===== config.mk =====
export PLATFORM = sky130hd
export DESIGN_NAME = addsub_serial
export DESIGN_NICKNAME = d
export VERILOG_FILES = /design/src/rtl/rsa_arith_pkg.sv /design/src/rtl/addsub_digit.sv /design/src/rtl/addsub_serial.sv
export SDC_FILE = /design/constraint.sdc
export NUM_CORES = 1
export LEC_CHECK = 0
export CORE_MARGIN = 2
export CORE_UTILIZATION = 51
export DETAILED_ROUTE_END_ITERATION = 8
export PLACE_DENSITY = 0.81
export SYNTH_ARGS = -nofsm -noshare
export SYNTH_HDL_FRONTEND = slang
export SYNTH_SLANG_ARGS = --single-unit

===== constraint.sdc =====
create_clock -name clk -period 3.1 [get_ports clk]
set_input_delay 0.62 -clock clk [delete_from_list [all_inputs] [get_ports clk]]
set_output_delay 0.62 -clock clk [all_outputs]
set_load 0.005 [all_outputs]

===== src/rtl/rsa_arith_pkg.sv =====
// Shared definitions for the RSA arithmetic datapath blocks.
package rsa_arith_pkg;

    // Control states of the digit-serial arithmetic units.
    typedef enum logic [1:0] {
        IDLE = 2'd0,
        RUN  = 2'd1,
        DONE = 2'd2
    } state_e;

    // Ceiling log2, floored at 1 so that a single-digit operation still
    // gets a legal one-bit counter.
    function automatic int clog2(input int n);
        int r;
        int v;
        r = 0;
        v = n - 1;
        while (v > 0) begin
            r = r + 1;
            v = v >> 1;
        end
        return (r < 1) ? 1 : r;
    endfunction

    // True when an operand of 'width' bits splits into whole digits.
    function automatic bit digit_split_ok(input int width, input int digit);
        return (digit > 0) && (width > 0) && ((width % digit) == 0);
    endfunction

endpackage


===== src/rtl/addsub_digit.sv =====
// One DIGIT-bit slice of the serial adder: sum and carry of a + b + c.
module addsub_digit #(
    parameter int DIGIT = 8
) (
    input  logic [DIGIT-1:0] a_i,
    input  logic [DIGIT-1:0] b_i,
    input  logic             c_i,
    output logic [DIGIT-1:0] s_o,
    output logic             c_o
);

    logic [DIGIT:0] sum;

    // Widen by one bit so the carry out falls into the MSB.
    assign sum = {1'b0, a_i} + {1'b0, b_i} + {{DIGIT{1'b0}}, c_i};
    assign {c_o, s_o} = sum;

endmodule


===== src/rtl/addsub_serial.sv =====
// Digit-serial add/subtract unit: processes DIGIT bits per clock, LSB digit
// first, and signals completion on the active-low ready_n.
module addsub_serial
    import rsa_arith_pkg::*;
#(
    parameter int WIDTH = 64,
    parameter int DIGIT = 8
) (
    input  logic             clk,
    input  logic             rst_n,
    input  logic             start,
    input  logic             sub,
    input  logic [WIDTH-1:0] ina,
    input  logic [WIDTH-1:0] inb,
    output logic [WIDTH-1:0] result,
    output logic             cout,
    output logic             busy,
    output logic             ready_n
);

    localparam int NDIG = WIDTH / DIGIT;
    localparam int CW   = clog2(NDIG);

    generate
        if (!digit_split_ok(WIDTH, DIGIT)) begin : g_bad_split
            $error("addsub_serial: WIDTH must be a non-zero multiple of DIGIT");
        end
    endgenerate

    state_e           state_q, state_d;
    logic [WIDTH-1:0] a_q, a_d;
    logic [WIDTH-1:0] b_q, b_d;
    logic             carry_q, carry_d;
    logic [CW-1:0]    cnt_q, cnt_d;
    logic [WIDTH-1:0] result_q, result_d;
    logic             cout_q, cout_d;
    logic             busy_q, busy_d;
    logic             rdy_n_q, rdy_n_d;

    logic [DIGIT-1:0] dig_sum;
    logic             dig_carry;

    // Operands shift right each digit, so the active digit is always the LSBs.
    addsub_digit #(
        .DIGIT(DIGIT)
    ) u_digit (
        .a_i(a_q[DIGIT-1:0]),
        .b_i(b_q[DIGIT-1:0]),
        .c_i(carry_q),
        .s_o(dig_sum),
        .c_o(dig_carry)
    );

    // Next-state logic: accept in IDLE/DONE, one digit per cycle in RUN.
    always_comb begin
        state_d  = state_q;
        a_d      = a_q;
        b_d      = b_q;
        carry_d  = carry_q;
        cnt_d    = cnt_q;
        result_d = result_q;
        cout_d   = cout_q;
        busy_d   = busy_q;
        rdy_n_d  = rdy_n_q;

        case (state_q)
            IDLE, DONE: begin
                if (start) begin
                    // Subtraction is a + ~b + 1: invert B here, the +1 enters
                    // as the initial carry.
                    state_d = RUN;
                    a_d     = ina;
                    b_d     = sub ? ~inb : inb;
                    carry_d = sub;
                    cnt_d   = '0;
                    busy_d  = 1'b0;
                    rdy_n_d = 1'b1;
                end
            end
            RUN: begin
                result_d[int'(cnt_q) * DIGIT +: DIGIT] = dig_sum;
                carry_d = dig_carry;
                a_d     = a_q >> DIGIT;
                b_d     = b_q >> DIGIT;
                cnt_d   = cnt_q + 1'b1;
                if (cnt_q == CW'(NDIG - 1)) begin
                    state_d = DONE;
                    cout_d  = dig_carry;
                    busy_d  = 1'b0;
                    rdy_n_d = 1'b0;
                end else begin
                    busy_d  = 1'b1;
                end
            end
            default: begin
                state_d = IDLE;
            end
        endcase
    end

    // State registers; reset clears everything so an aborted run leaves nothing behind.
    always_ff @(posedge clk) begin
        if (!rst_n) begin
            state_q  <= IDLE;
            a_q      <= '0;
            b_q      <= '0;
            carry_q  <= 1'b0;
            cnt_q    <= '0;
            result_q <= '0;
            cout_q   <= 1'b0;
            busy_q   <= 1'b0;
            rdy_n_q  <= 1'b1;
        end else begin
            state_q  <= state_d;
            a_q      <= a_d;
            b_q      <= b_d;
            carry_q  <= carry_d;
            cnt_q    <= cnt_d;
            result_q <= result_d;
            cout_q   <= cout_d;
            busy_q   <= busy_d;
            rdy_n_q  <= rdy_n_d;
        end
    end

    assign result  = result_q;
    assign cout    = cout_q;
    assign busy    = busy_q;
    assign ready_n = rdy_n_q;

endmodule


; After elaboration in Yosys (flattened, before gate mapping)
; Cells that the tools add are included.
; Widths: inputs -> output; s select.
[totals]
inputBits = 132
ff_bits = 201
out_inout_bits = 67
[op_classes]
n_shift = 2
n_addsub = 4
n_bitwise = 1
muxes = 19
n_reduce_logical = 7
eq_ne = 5
[op_table]
columns = cell, n
row1 = $pmux 64 s2, 2
row2 = $mux 64, 3
row3 = $bwmux 64, 1
row4 = $not 64->64, 1
row5 = $shift 8x33->64 const A, 1
row6 = $shiftx 8x33->64, 1
row7 = $neg 6->33, 1
row8 = $add 8x8->9, 1
row9 = $add 9x1->9, 1
row10 = $pmux 1 s2, 3
row11 = $pmux 3 s2, 1
row12 = $reduce_and 2->1, 3
row13 = $mux 1, 5
row14 = $mux 2, 2
row15 = $ne 2x2->1 const B, 2
row16 = $pmux 2 s2, 1
row17 = $add 3x1->3 const B, 1
row18 = $eq 3x3->1 const B, 1
row19 = $mux 3, 1
row20 = $reduce_and 3->1, 1
row21 = $eq 2x1->1 const B, 1
row22 = $eq 2x2->1 const B, 1
row23 = $logic_not 2->1, 1
row24 = $reduce_bool 2->1, 1
row25 = $reduce_or 2->1, 1

; Longest topological paths before layout
[depth]
depth_word = 4
ltp_mapped = 8
depth_no_buf = 8

; Cells and area by module
; From an unflattened synthesis, not the netlist that was laid out.
[unflattened]
cells_unflattened = 1000
area_unflattened_um2 = 9409.0
[modules_own_cells]
columns = mod, instances, cells_per_inst, area_per_inst_um2
row1 = addsub_serial, 1, 960, 9077.5
row2 = addsub_digit, 1, 40, 331.6

; Least setup slack after synthesis
; Ideal clock, no wire load.
[synth_path]
path_kind = register to register
from = register cnt_q[0]
to = register result_q[0], in the netlist result[0]
arrival_time_ns = 2.086
path_buffers = 1
path_stages_with_launch = 9
required_ns = 2.984
slack_ns = 0.898
path_cell_list = dfxtp_1 inv_1 ha_1 ha_1 nor3b_2 and4bb_1 buf_6 mux2i_1 nor2b_1
[synth_between]
elab_chain_cells = 3
elab_cells_between_ends = 4
classes_between = add/sub (1) / shift (2) / mux (1)
[synth_rtl]
columns = item, line_no
row1 = "start, declared", addsub_serial.sv:34  ; logic [CW-1:0] cnt_q, cnt_d;
row2 = "start signal, assigned", addsub_serial.sv:118  ; cnt_q <= cnt_d;
row3 = $neg 6->33 *, addsub_serial.sv:81  ; result_d[int'(cnt_q) * DIGIT +: DIGIT] = dig_sum;
row4 = $shiftx 8x33->64 or $shift 8x33->64 (tied branches), addsub_serial.sv:81
row5 = $bwmux 64 *, addsub_serial.sv:81
row6 = "end signal, assigned", addsub_serial.sv:119  ; result_q <= result_d;
row7 = "end, declared", addsub_serial.sv:35  ; logic [WIDTH-1:0] result_q, result_d;
; Mark *: on every way between the ends. The rest lies on a longest branch, timed or not.
; A chain may end at the register's enable or synchronous reset.

; Final worst setup path
[layout_path]
from = register cnt_q[0]
to = register result_q[3], in the netlist result[3]
; The elaborated chain is that of the path after synthesis.

==> reports/qor.csv <==
stage;metric;value;unit
sta;clock_skew;0.0103;ns
clocking;tritoncts;yes;
setup_path;start_kind;flip-flop;
yosys;ys.flop_type;dfxtp_1;
grt;grt_resource_usage_total;23.0;%
layout;stdcell_area;11600;um2
layout;regArea;4020;um2
job;maxCapViolations;0;
clocking;ctsResizeCount;0;
setup_path;worstPathRequired;3.50;ns
die;chipWidth;137;um
setup_path;arrival;3.11;ns
layout;layout.cells.most_common_list;dfxtp_1 (201), clkdlybuf4s50_1 (196), nand2_1 (152), a22oi_1 (131), a21boi_1 (80);
route;avgRoutedWirePerCell;16.2;um
layout;combined_area_of_the_multi_input_logic_cells;4530;um2
clocking;ctsLongestPathBuffers;3;
route;drt.antenna.violating_nets;0;
yosys;synth_nets;1107;
placement;port_buffer_cells;198;
clocking;tritoncts.num_buffers;21;
clocking;root_buffer_selected_by_cts;clkbuf_16;
power;max-vdd-ir-drop;0.367;mV
yosys;postSynth.asyncResetShare;0;%
setup_path;critPathKind;flip-flop to flip-flop;
route;wl_met1;9670;um
sta;timing_worst_slew_pin_value;0.696;ns
die;initial_utilization;52.2;%
yosys;ys_ff_latch;201;
yosys;synth_area_per_cell;9.41;um2
grt;gr-total-overflow;0;
clocking;post_cts_buffers;0;
die;fp.dieArea;18800;um2
grt;grt_pass1_vias;6900;
sta;final-hold-violation-count;0;
route;vias_per_inst;5.55;
route;drc_marker_count_from_the_first_detailed_route_iteration;569;
placement;gp_congestion;0.877;
layout;nets;1263;
grt;grt_max_degree;87;
die;io_pins;199;
layout;num-fill-cells;1379;
power;static-leakage-power;4.29;nW
setup_path;endpoint_kind;flip-flop;
layout;finish.utilization;67.2;%
clocking;cts.sink_count;201;
sta;final.setup.tns;0;ns
clocking;cts-htree-levels;1;
run_status;outcome;completed;
sta;holdWs;0.454;ns
power;total_power_density_per_cell_area;518;nW/um2
route;drt_first_pass_iters;5;
worst_hold_path;hp-class;flip-flop to flip-flop;
layout;drive_gt1_share;5.59;%
grt;grt_first_pass_wirelength;35100;um
yosys;number_of_enable_flip_flop_cells_after_synthesis;0;
sta;timing.final.max_slew_violations;0;
clocking;clock_latency;0.49;ns
route;detail_route.drc_violations;0;
placement;hpwlAfterDp;15100;um
yosys;netlist_instances;959;
yosys;ys_warn_count;0;
sta;maxClockFrequency;369;MHz
die;coreArea;17300;um2
yosys;netlist-cell-type-count;52;
route;dr_wl_met3;1280;um
die;die_height;137;um
die;std_cell_rows;48;
layout;syn_to_final_growth;28.8;%
grt;antenna_violations_before_repair;1;
sta;post_layout_min_period;2.71;ns
route;vias;7512;
route;met2_length;10600;um
layout;layout_commonest_cell;dfxtp_1;
clocking;worst_setup_hold_path_clk_slew;0.06;ns
sta;slew-limit-headroom;53.6;%
sta;report.final.setup_viol;0;
clocking;cts_hold_repair.buffers;0;
route;totalWireLength;22000;um
setup_path;worstPathMaxFanout;10;
yosys;ys_seq_area_share;44.6;%
route;highest_layer;met4;
sta;period_share;87.3;%
placement;dpl-instance-area;11000;um2
yosys;syn_area;9030;um2
sta;setup_repair_after_global_routing_missed_its_margin;false;
-- critical path, cell delays in order, from the launching register on --
cell,delay (ns)
dfxtp_1,0.48
inv_1,0.19
ha_1,0.24
ha_1,0.36
nor3b_2,0.46
and4bb_1,0.51
nand2_2,0.14
o22ai_1,0.22
-- where the power goes --
part	switching [mW]	internal, mW
logic	0.454	0.404
clock network	0.983	1.38
registers	0.0799	2.72
-- cells in the mapped netlist (2+ instances only) --
library cell | instances | share of area [%]
dfxtp_1 | 201 | 45
nand2_1 | 152 | 6.3
a22oi_1 | 131 | 11
a21boi_1 | 80 | 6.7
xor2_1 | 68 | 6.6
a21boi_0 | 34 | 2.8
clkbuf_1 | 34 | 1.4
o21ai_0 | 32 | 1.8
nor2b_1 | 31 | 2.1
buf_2 | 27 | 1.5
nand3_1 | 21 | 1.2
and2_1 | 14 | 0.97
buf_6 | 14 | 1.7
ha_1 | 14 | 1.9
a32o_1 | 12 | 1.3
o22ai_1 | 10 | 0.69
mux2i_1 | 9 | 1.0
inv_1 | 7 | 0.29
nand2b_1 | 6 | 0.42
nor2_1 | 6 | 0.25
nand3_2 | 5 | 0.55
xnor2_1 | 5 | 0.49
nand4_1 | 4 | 0.28
o31ai_1 | 4 | 0.33
and3_2 | 3 | 0.25
o211ai_1 | 3 | 0.25
a21o_1 | 2 | 0.17
a21oi_1 | 2 | 0.11
buf_4 | 2 | 0.17
fa_1 | 2 | 0.44
nor3b_2 | 2 | 0.28
o211a_1 | 2 | 0.22
-- flip-flops by register name, summed over array words and instances (netlist names) --
register  count
a_q          64
b_q          64
busy          1
carry_q       1
cnt_q         3
cout          1
ready_n       1
result       64
state_q       2
-- metrics by stage --
step,total power [mW],worst slack (ns),instances
5_1_grt,6.26,0.146,1353
6_report,6.02,0.393,1354
3_5_place_dp,3.71,0.496,1317
4_1_cts,6.06,0.427,1353
3_3_place_gp,3.69,0.619,1317
2_1_floorplan,3.39,0.898,959
-- path summary, 6_finish.rpt --
kind                                            start                      to  slack (ns)  cells past startpoint
worst max register to register  cnt_q[0]$_SDFFE_PN0P_  result[3]$_SDFFE_PN0P_        0.39                      7
worst min-delay path             b_q[14]$_SDFFE_PN0P_    b_q[14]$_SDFFE_PN0P_        0.45                      2
worst min register to register   b_q[14]$_SDFFE_PN0P_    b_q[14]$_SDFFE_PN0P_        0.45                      2
worst max-delay path            cnt_q[0]$_SDFFE_PN0P_  result[3]$_SDFFE_PN0P_        0.39                      7
-- cells by family after synthesis --
kind of cell | synth area share (%)
AOI/OAI and AO/OA | 26.0
and+or+nand+nor | 13.7
DFF | 44.6
buffers and inverters | 5.31
xor gates and xnor gates | 7.08
adders and majority gates | 2.38
muxes | 0.998
-- per-layer routing --
| layer | global-route usage (%) | up-vias |
|---|---|---|
| li1 | - | 3728 |
| met1 | 30.8 | 3522 |
| met2 | 38.8 | 233 |
| met3 | 4.19 | 29 |
| met4 | 4.98 | 0 |
| met5 | 0 | - |
-- area by class of cell --
cell class	count	share of cell area, %
timing repair buffer	212	18.2
multi-input combinational	672	39.0
clock inverter	6	0.506
sequential	201	34.6
clock buffer	30	4.98
inverter	7	0.226
tap	225	2.42
antenna	1	0.0215
Note: power is estimated with default switching activity, not from simulation.
